## config.mk

```make
export PLATFORM = sky130hd
export DESIGN_NAME = timer_irq_ctrl
export DESIGN_NICKNAME = d
export VERILOG_FILES = /design/src/rtl/core_pkg.sv /design/src/rtl/irq_sync_edge.sv /design/src/rtl/timer_irq_ctrl.sv
export SDC_FILE = /design/constraint.sdc
export NUM_CORES = 1
export LEC_CHECK = 0
export CELL_PAD_IN_SITES_DETAIL_PLACEMENT = 0
export CELL_PAD_IN_SITES_GLOBAL_PLACEMENT = 1
export CORE_ASPECT_RATIO = 1.2
export CORE_MARGIN = 2
export CORE_UTILIZATION = 44
export DETAILED_ROUTE_END_ITERATION = 8
export PLACE_DENSITY = 0.87
export RECOVER_POWER = 50
export SKIP_CTS_REPAIR_TIMING = 1
export SLEW_MARGIN = 20
export SYNTH_ARGS = -nofsm -noshare
export SYNTH_HDL_FRONTEND = slang
export SYNTH_SLANG_ARGS = --single-unit
```

## constraint.sdc

```tcl
create_clock -name clk -period 2.6 [get_ports clk]
set_input_delay 0.52 -clock clk [delete_from_list [all_inputs] [get_ports clk]]
set_output_delay 0.52 -clock clk [all_outputs]
set_load 0.03 [all_outputs]
```

## src/rtl/core_pkg.sv

```systemverilog
// rtl/core_pkg.sv - shared register-map constants and types for the machine timer block
//
// Purpose: word indices of the timer register window, bit positions inside the
//          ctrl and status registers, and the packed ctrl register layout.
// Ports:   none (package).

package core_pkg;

  // Word index inside the 32-byte window (byte offset >> 2).
  localparam logic [2:0] TMR_OFF_MTIME_LO    = 3'd0;  // 0x00
  localparam logic [2:0] TMR_OFF_MTIME_HI    = 3'd1;  // 0x04
  localparam logic [2:0] TMR_OFF_MTIMECMP_LO = 3'd2;  // 0x08
  localparam logic [2:0] TMR_OFF_MTIMECMP_HI = 3'd3;  // 0x0C
  localparam logic [2:0] TMR_OFF_CTRL        = 3'd4;  // 0x10
  localparam logic [2:0] TMR_OFF_STATUS      = 3'd5;  // 0x14

  localparam int TMR_PRESC_W = 8;

  localparam int CTRL_TEN_BIT       = 0;
  localparam int CTRL_PRESC_LSB     = 8;
  localparam int STATUS_TPEND_BIT   = 0;
  localparam int STATUS_EPEND_BIT   = 1;

  typedef struct packed {
    logic [TMR_PRESC_W-1:0] presc;
    logic                   ten;
  } tmr_ctrl_t;

endpackage

```

## src/rtl/irq_sync_edge.sv

```systemverilog
// rtl/irq_sync_edge.sv - two-flop synchroniser followed by a rising-edge detector
//
// Purpose: brings an asynchronous interrupt line into the clk domain and emits a
//          one-cycle pulse for each rising edge seen after synchronisation.
// Ports:
//   clk   in  1  core clock
//   rst   in  1  asynchronous reset, active-low
//   din   in  1  asynchronous input line
//   rise  out 1  one-cycle pulse, combinational from flops only

module irq_sync_edge (
  input  logic clk,
  input  logic rst,
  input  logic din,
  output logic rise
);

  logic sync1;
  logic sync2;
  logic prev;

  // All three flops clear on reset, so a line already high at release shows
  // up as a single fresh edge instead of being lost or replayed.
  always_ff @(posedge clk or negedge rst) begin
    if (!rst) begin
      sync1 <= 1'b0;
      sync2 <= 1'b0;
      prev  <= 1'b0;
    end else begin
      sync1 <= din;
      sync2 <= sync1;
      prev  <= sync2;
    end
  end

  assign rise = sync2 & ~prev;

endmodule

```

## src/rtl/timer_irq_ctrl.sv

```systemverilog
// rtl/timer_irq_ctrl.sv - memory-mapped machine timer and interrupt source
//
// Purpose: 64-bit mtime/mtimecmp with prescaled tick, synchronised external
//          interrupt with pending bit, and the trap request for the CSR file.
// Ports:
//   clk        in  1   core clock
//   rst        in  1   asynchronous reset, active-low
//   addr       in  32  LSU byte address (addr[1:0] ignored)
//   wdata      in  32  store data
//   wr_en      in  1   store strobe
//   rd_en      in  1   load strobe
//   rdata      out 32  load data (combinational, 0 when not selected)
//   sel        out 1   address inside the 32-byte window
//   ext_irq_in in  1   asynchronous external interrupt line
//   irq_ack    in  1   trap-entry pulse, clears external pending
//   timer_irq  out 1   registered timer interrupt
//   ext_irq    out 1   registered external pending bit
//   trap_req   out 1   timer_irq | ext_irq

module timer_irq_ctrl
  import core_pkg::*;
#(
  parameter logic [31:0] BASE_ADDR  = 32'h0200_0000,
  parameter int          PRESCALE_W = TMR_PRESC_W
) (
  input  logic        clk,
  input  logic        rst,
  input  logic [31:0] addr,
  input  logic [31:0] wdata,
  input  logic        wr_en,
  input  logic        rd_en,
  output logic [31:0] rdata,
  output logic        sel,
  input  logic        ext_irq_in,
  input  logic        irq_ack,
  output logic        timer_irq,
  output logic        ext_irq,
  output logic        trap_req
);

  tmr_ctrl_t             ctrl;
  logic [PRESCALE_W-1:0] pcnt;
  logic [63:0]           mtime;
  logic [63:0]           mtimecmp;
  logic                  epend;
  logic                  ext_rise;

  logic [2:0] widx;
  logic       wr_hit;
  logic       rd_hit;
  logic       wr_mtime_lo;
  logic       wr_mtime_hi;
  logic       wr_cmp_lo;
  logic       wr_cmp_hi;
  logic       wr_ctrl;
  logic       wr_status;
  logic       tick;
  logic       unused_addr_bits;

  // ---------------------------------------------------------------- decode
  assign sel    = (addr[31:5] == BASE_ADDR[31:5]);
  assign widx   = addr[4:2];
  assign wr_hit = wr_en & sel;
  assign rd_hit = rd_en & sel;

  assign wr_mtime_lo = wr_hit && (widx == TMR_OFF_MTIME_LO);
  assign wr_mtime_hi = wr_hit && (widx == TMR_OFF_MTIME_HI);
  assign wr_cmp_lo   = wr_hit && (widx == TMR_OFF_MTIMECMP_LO);
  assign wr_cmp_hi   = wr_hit && (widx == TMR_OFF_MTIMECMP_HI);
  assign wr_ctrl     = wr_hit && (widx == TMR_OFF_CTRL);
  assign wr_status   = wr_hit && (widx == TMR_OFF_STATUS);

  assign unused_addr_bits = ^addr[1:0];

  // -------------------------------------------------------------- prescaler
  // Tick fires on the cycle pcnt sits at presc; the counter then wraps to 0.
  assign tick = ctrl.ten && (pcnt == ctrl.presc);

  always_ff @(posedge clk or negedge rst) begin
    if (!rst) begin
      pcnt <= '0;
    end else if (wr_ctrl || !ctrl.ten || tick) begin
      pcnt <= '0;
    end else begin
      pcnt <= pcnt + {{(PRESCALE_W-1){1'b0}}, 1'b1};
    end
  end

  always_ff @(posedge clk or negedge rst) begin
    if (!rst) begin
      ctrl <= '0;
    end else if (wr_ctrl) begin
      ctrl.ten   <= wdata[CTRL_TEN_BIT];
      ctrl.presc <= wdata[CTRL_PRESC_LSB +: TMR_PRESC_W];
    end
  end

  // ------------------------------------------------------------------ mtime
  // A half-word write replaces the increment for the whole cycle; the other
  // half is left alone, so no carry crosses into or out of the written half.
  always_ff @(posedge clk or negedge rst) begin
    if (!rst) begin
      mtime <= '0;
    end else if (wr_mtime_lo) begin
      mtime[31:0] <= wdata;
    end else if (wr_mtime_hi) begin
      mtime[63:32] <= wdata;
    end else if (tick) begin
      mtime <= mtime + 64'd1;
    end
  end

  always_ff @(posedge clk or negedge rst) begin
    if (!rst) begin
      mtimecmp <= '1;
    end else if (wr_cmp_lo) begin
      mtimecmp[31:0] <= wdata;
    end else if (wr_cmp_hi) begin
      mtimecmp[63:32] <= wdata;
    end
  end

  always_ff @(posedge clk or negedge rst) begin
    if (!rst) begin
      timer_irq <= 1'b0;
    end else begin
      timer_irq <= ctrl.ten && (mtime >= mtimecmp);
    end
  end

  // ------------------------------------------------------- external line
  irq_sync_edge u_ext_sync (
    .clk  (clk),
    .rst  (rst),
    .din  (ext_irq_in),
    .rise (ext_rise)
  );

  // Set beats clear so an edge arriving with an ack is never dropped.
  always_ff @(posedge clk or negedge rst) begin
    if (!rst) begin
      epend <= 1'b0;
    end else if (ext_rise) begin
      epend <= 1'b1;
    end else if (irq_ack || (wr_status && wdata[STATUS_EPEND_BIT])) begin
      epend <= 1'b0;
    end
  end

  assign ext_irq  = epend;
  assign trap_req = timer_irq | epend;

  // ------------------------------------------------------------ read mux
  always_comb begin
    rdata = 32'h0;
    if (rd_hit) begin
      case (widx)
        TMR_OFF_MTIME_LO:    rdata = mtime[31:0];
        TMR_OFF_MTIME_HI:    rdata = mtime[63:32];
        TMR_OFF_MTIMECMP_LO: rdata = mtimecmp[31:0];
        TMR_OFF_MTIMECMP_HI: rdata = mtimecmp[63:32];
        TMR_OFF_CTRL: begin
          rdata[CTRL_TEN_BIT]                       = ctrl.ten;
          rdata[CTRL_PRESC_LSB +: TMR_PRESC_W]      = ctrl.presc;
        end
        TMR_OFF_STATUS: begin
          rdata[STATUS_TPEND_BIT] = timer_irq;
          rdata[STATUS_EPEND_BIT] = epend;
        end
        default:             rdata = 32'h0;
      endcase
    end
  end

endmodule

```

======== After elaboration in Yosys (flattened, before gate mapping) ========
Index checks and enable logic that the tools add are counted.
word-level totals
  flip-flop bits (word level) ............. 150
  bits in latches ......................... 0
  memory bits (writable) .................. 0
  memory bits (read-only) ................. 0
  output and inout bits ................... 36
  memories ................................ 0
cells by class
  add/sub/neg operators ................... 2
  multiply operators ...................... 0
  div/mod/pow operators ................... 0
  order comparisons ....................... 1
  equal/unequal tests ..................... 8
  shifts and indexed selects .............. 0
  mux-type cells .......................... 13
  bitwise gates (word level) .............. 7
  reduce and logical (&&, ||, !) cells .... 20
operators with widths
  operator                 number
  $mux W32                 4
  $add A64 B1 Y64 const B  1
  $ge A64 B64 Y1           1
  $mux W64                 1
  $pmux W16 S4             1
  $pmux W8 S5              1
  $eq A27 B21 Y1 const B   1
  $pmux W6 S4              1
  $logic_and A1 B1 Y1      9
  $add A8 B1 Y8 const B    1
  $eq A8 B8 Y1             1
  $mux W8                  1
  $eq A3 B2 Y1 const B     2
  $eq A3 B3 Y1 const B     2
  $pmux W1 S6              1
  $reduce_and A2 Y1        3
  $reduce_bool A2 Y1       3
  $pmux W1 S5              1
  $and A1 B1 Y1            3
  $eq A3 B1 Y1 const B     1
  $logic_not A3 Y1         1
  $logic_or A1 B1 Y1       3
  $not A1 Y1               3
  $mux W1                  2
  3 further kinds          3

======== Longest topological paths before layout ========
  depth after elaboration ................. 7
  depth in mapped cells ................... 10
  depth with buffers taken out ............ 8

======== Hierarchy ========
From an unflattened synthesis, not the netlist that was laid out.
second synthesis, totals
  cells, all modules ...................... 1240
  area total of the unflattened synthesis .. 10337.4 sq um
by module, submodules not included
  module          times used  cells each  area an instance (sq um)  seq. area each (sq um)
  timer_irq_ctrl  1           1236        10248.6                   3758.6
  irq_sync_edge   1           4           88.8                      75.1

======== Worst setup path after synthesis ========
OpenSTA, ideal clock, no wires.
  kind .................................... input-to-output
  start ................................... in addr[17]
  end ..................................... out rdata[16]
  arrival time ............................ 2620 ps
  required time ........................... 2080 ps
  slack ................................... -540 ps
  stages .................................. 7
  path buffers ............................ 2
  path through ............................ nor4_1 -> and4_1 -> and4_1 -> clkbuf_1 -> nand3_1 -> clkbuf_1 -> a21oi_1
between the ends
  longest elaborated chain between the ends .. 3
ends and longest elaborated chain
  element          line                   RTL
  start, declared  timer_irq_ctrl.sv:28   input logic [31:0] addr,
  $eq A27 B21 Y1   timer_irq_ctrl.sv:61   assign sel = (addr[31:5] == BASE_ADDR[31:5]);
  net sel          timer_irq_ctrl.sv:33   output logic sel,
  $and A1 B1 Y1    timer_irq_ctrl.sv:64   assign rd_hit = rd_en & sel;
  $mux W32         timer_irq_ctrl.sv:156  if (rd_hit) begin
  end, declared    timer_irq_ctrl.sv:32   output logic [31:0] rdata,
The timed path passes the listed nets, and every way through them passes these cells.

======== Final worst setup path ========
  start ................................... in addr[12]
  end ..................................... out rdata[30]
between the ends
  longest elaborated chain between the ends .. 3
ends and longest elaborated chain
  element         line
  $eq A27 B21 Y1  timer_irq_ctrl.sv:61
  $and A1 B1 Y1   timer_irq_ctrl.sv:64
  $mux W32        timer_irq_ctrl.sv:156
No other way between the ends.

==> results.py <==
metrics = {
    "synthesis": {
        "synthesis.nets": 1343,
        "ys_seq_area_frac": 0.378,
        "synth_top_area_share": 0.212,
        "async_flop_share": 1.00,
        "ys_seq_elements": 150,
        "syn_area_um2": 10100,
        "synth_edf_count": 0,
        "postSynthAreaPerCell_um2": 8.40,
        "ys.flop_type": "dfrtp_1",
        "yosys-top-cells-area": "dfrtp_1 21%, dfstp_2 17%, ha_1 8.1%, a21oi_1 6.6%, o21ai_0 5.9%",
        "post-synth-top-area-cell": "dfrtp_1",
        "synthCells": 1207,
        "synth-warning-count": 0,
        "synth_cell_types": 73,
    },
    "route": {
        "dr.first_iter.drc_count": 929,
        "drc": 0,
        "vias": 10700,
        "wl_per_cell_um": 22.5,
        "via_per_inst": 6.23,
        "wl_mm": 38.6,
        "first_pass_iters": 5,
        "antenna_left": 0,
    },
    "cells_and_area": {
        "final_common_cell": "buf_4",
        "n_fill_cell": 1954,
        "regArea_um2": 3830,
        "multi_input_area_um2": 6280,
        "drive_gt1_frac": 0.266,
        "layout.nets": 1556,
        "layout_common_cells": "139 x buf_4, 133 x nand2_1, 118 x o21ai_0",
        "syn_to_final_growth_pct": 37.1,
        "n_antenna_cell": 0,
    },
    "grt": {
        "use_met3": 0.0571,
        "grtUsageMet2": 0.536,
        "grt_pass1_wl_mm": 59.2,
        "gr-total-overflow": 0,
        "grt.busiest_layer": "met2",
        "grt.total_usage": 0.319,
        "grt_start_max_net_pins": 56,
        "gr-usage-met1": 0.399,
        "grt_pass1_vias": 10600,
        "antenna_found_initial": 0,
    },
    "clock_network": {
        "htreeDepth": 4,
        "numClockSinks": 150,
        "cts_buffers": 17,
        "clockRootBuffer": "clkbuf_16",
        "cts_buffer_depth": 2,
        "clk_pin_slew_worst_paths_ns": 0.06,
        "insertion_delay_ns": 0.43,
        "cts_tree": "yes",
    },
    "sta": {
        "fin_worst_skew_ns": 0.0116,
        "finalSetupTns_ns": -1.12,
        "drv_slew": 0,
        "fmax_ghz": 0.375,
        "setup_ws_ns": -0.0679,
        "hold_violations": 0,
        "period_share": 1.03,
        "rsz0062_at_grt": "yes",
        "tightest_slew_ns": 1.43,
        "setup_viol": 29,
        "slew_headroom": 0.0496,
        "timing.final.crit_period_ns": 2.67,
    },
    "hold_path": {
        "hp-class": "reg2reg",
    },
    "power_and_ir_drop": {
        "switchingPower_mw": 1.33,
        "p_total_mw": 5.22,
        "power_frac_seq": 0.449,
        "p_sw_frac": 0.254,
        "internal_power_mw": 3.89,
        "power_frac_comb": 0.082,
        "clock_power_share": 0.468,
        "ir_drop_v": 0.000435,
        "leakagePower_nw": 6.35,
        "p_per_area_nw_per_um2": 375,
    },
    "worst_setup_path": {
        "critPathKind": "in2out",
        "critical_path_required_ns": 2.08,
        "arrival_ns": 2.15,
        "cp_max_fo": 8,
        "endpoint_kind": "primary output",
        "cp-start-kind": "input port",
    },
    "floorplan": {
        "start_util": 0.450,
        "ioPinCount": 106,
        "row_count": 60,
        "die_y_um": 170,
        "core_um2": 22500,
        "die_area_um2": 24300,
        "die_w_um": 143,
    },
    "placed_design": {
        "io_buffer_count": 103,
        "dp_hpwl_mm": 28.9,
        "gp_congestion": 1.01,
    },
    "run": {
        "maxCapViolCount": 0,
    },
    "status": {
        "violations": "setup timing",
        "status": "finished, violations left",
    },
}
## power groups by stage
stage	clock (mW)	sequential (mW)	combinational, mW
floorplan	0	2.39	0.118
detailed placement	0	2.39	0.419
finish	2.45	2.35	0.429
global placement	0	2.39	0.418
global route	2.56	2.35	0.454
CTS	2.46	2.35	0.420
## routing by layer
metal  share of wire  up-vias
li1                -     4890
met1            0.40     5179
met2            0.49      497
met3           0.069      102
met4           0.041        0
met5               0        -
## flip-flops by register name (all words and copies together), names as in the netlist
signal / flops
timer_irq: 1
mtime: 64
u_ext_sync.sync1: 1
pcnt: 8
ctrl: 9
ext_irq: 1
u_ext_sync.sync2: 1
mtimecmp: 64
u_ext_sync.prev: 1
## critical path, cell delays in order
cell and delay (ns):
dlymetal6s2s_1 0.14, nor4_4 0.30, and2_4 0.20, and4_4 0.29
nand3_4 0.16, clkbuf_16 0.25, a21oi_4 0.14, buf_12 0.13
## metrics by stage
stage,cells,cell area [µm²],util,setup slack (ns),hold slack [ns]
final,1712,13900,0.617,-0.0679,0.359
after floorplan,1207,10500,-,-0.0595,0.224
after CTS,1704,13600,0.604,-0.557,0.0617
after global routing,1712,13900,0.617,-0.142,0.369
after global placement,1672,13000,0.579,-0.493,0.346
after detailed placement,1672,13000,0.579,-0.554,0.337
## path summary, 6_finish.rpt
path	cells after the start	start	to	slack [ns]
setup / recovery	8	addr[12]	rdata[30]	-0.07
hold / removal	0	u_ext_sync.sync1	u_ext_sync.sync2	0.36
setup reg to reg	6	pcnt[2]	mtime[50]	0.11
hold reg to reg	0	u_ext_sync.sync1	u_ext_sync.sync2	0.36
max in group asynchronous	2	rst	mtime[57]	0.43
min in group asynchronous	1	rst	u_ext_sync.sync2	0.41
## synth_stat cells (5+ instances only)
library cell  instances
o21ai_0             119
o211a_1               5
dfstp_2              64
dfrtp_1              86
mux2i_1               9
or4_1                 6
and3_1               23
or3_1                 5
o211ai_1             10
o22ai_1              18
mux2_2               11
inv_1                75
nor3_1               16
ha_1                 66
a21oi_1             134
a211oi_1              6
xnor2_1              11
nand3_1              59
buf_2                13
o22a_1                5
and4_1               13
nand4_1              31
nor4_1               20
a22oi_1              61
a31oi_1               5
buf_1                 7
nor2_1               61
a2bb2oi_1            13
clkbuf_1             47
a21o_1                8
nand2_1             133
## cell type report
cell class	count	area share
repair buffers	263	0.187
clock inverters	10	0.00711
multi-input cells	913	0.451
well taps	279	0.0251
inverters	75	0.0202
clock buffers	22	0.0334
flip-flops and latches	150	0.276
## kinds of logic after synthesis
| kind of cell | share of synthesized area |
|---|---|
| muxes | 0.0233 |
| buffers and inverters | 0.0554 |
| adders and majority gates | 0.0815 |
| xor gates and xnor gates | 0.0121 |
| and+or+nand+nor | 0.201 |
| DFF | 0.378 |
| AOI/OAI and AO/OA | 0.248 |
No activity file was read; power rests on OpenSTA's default activity.
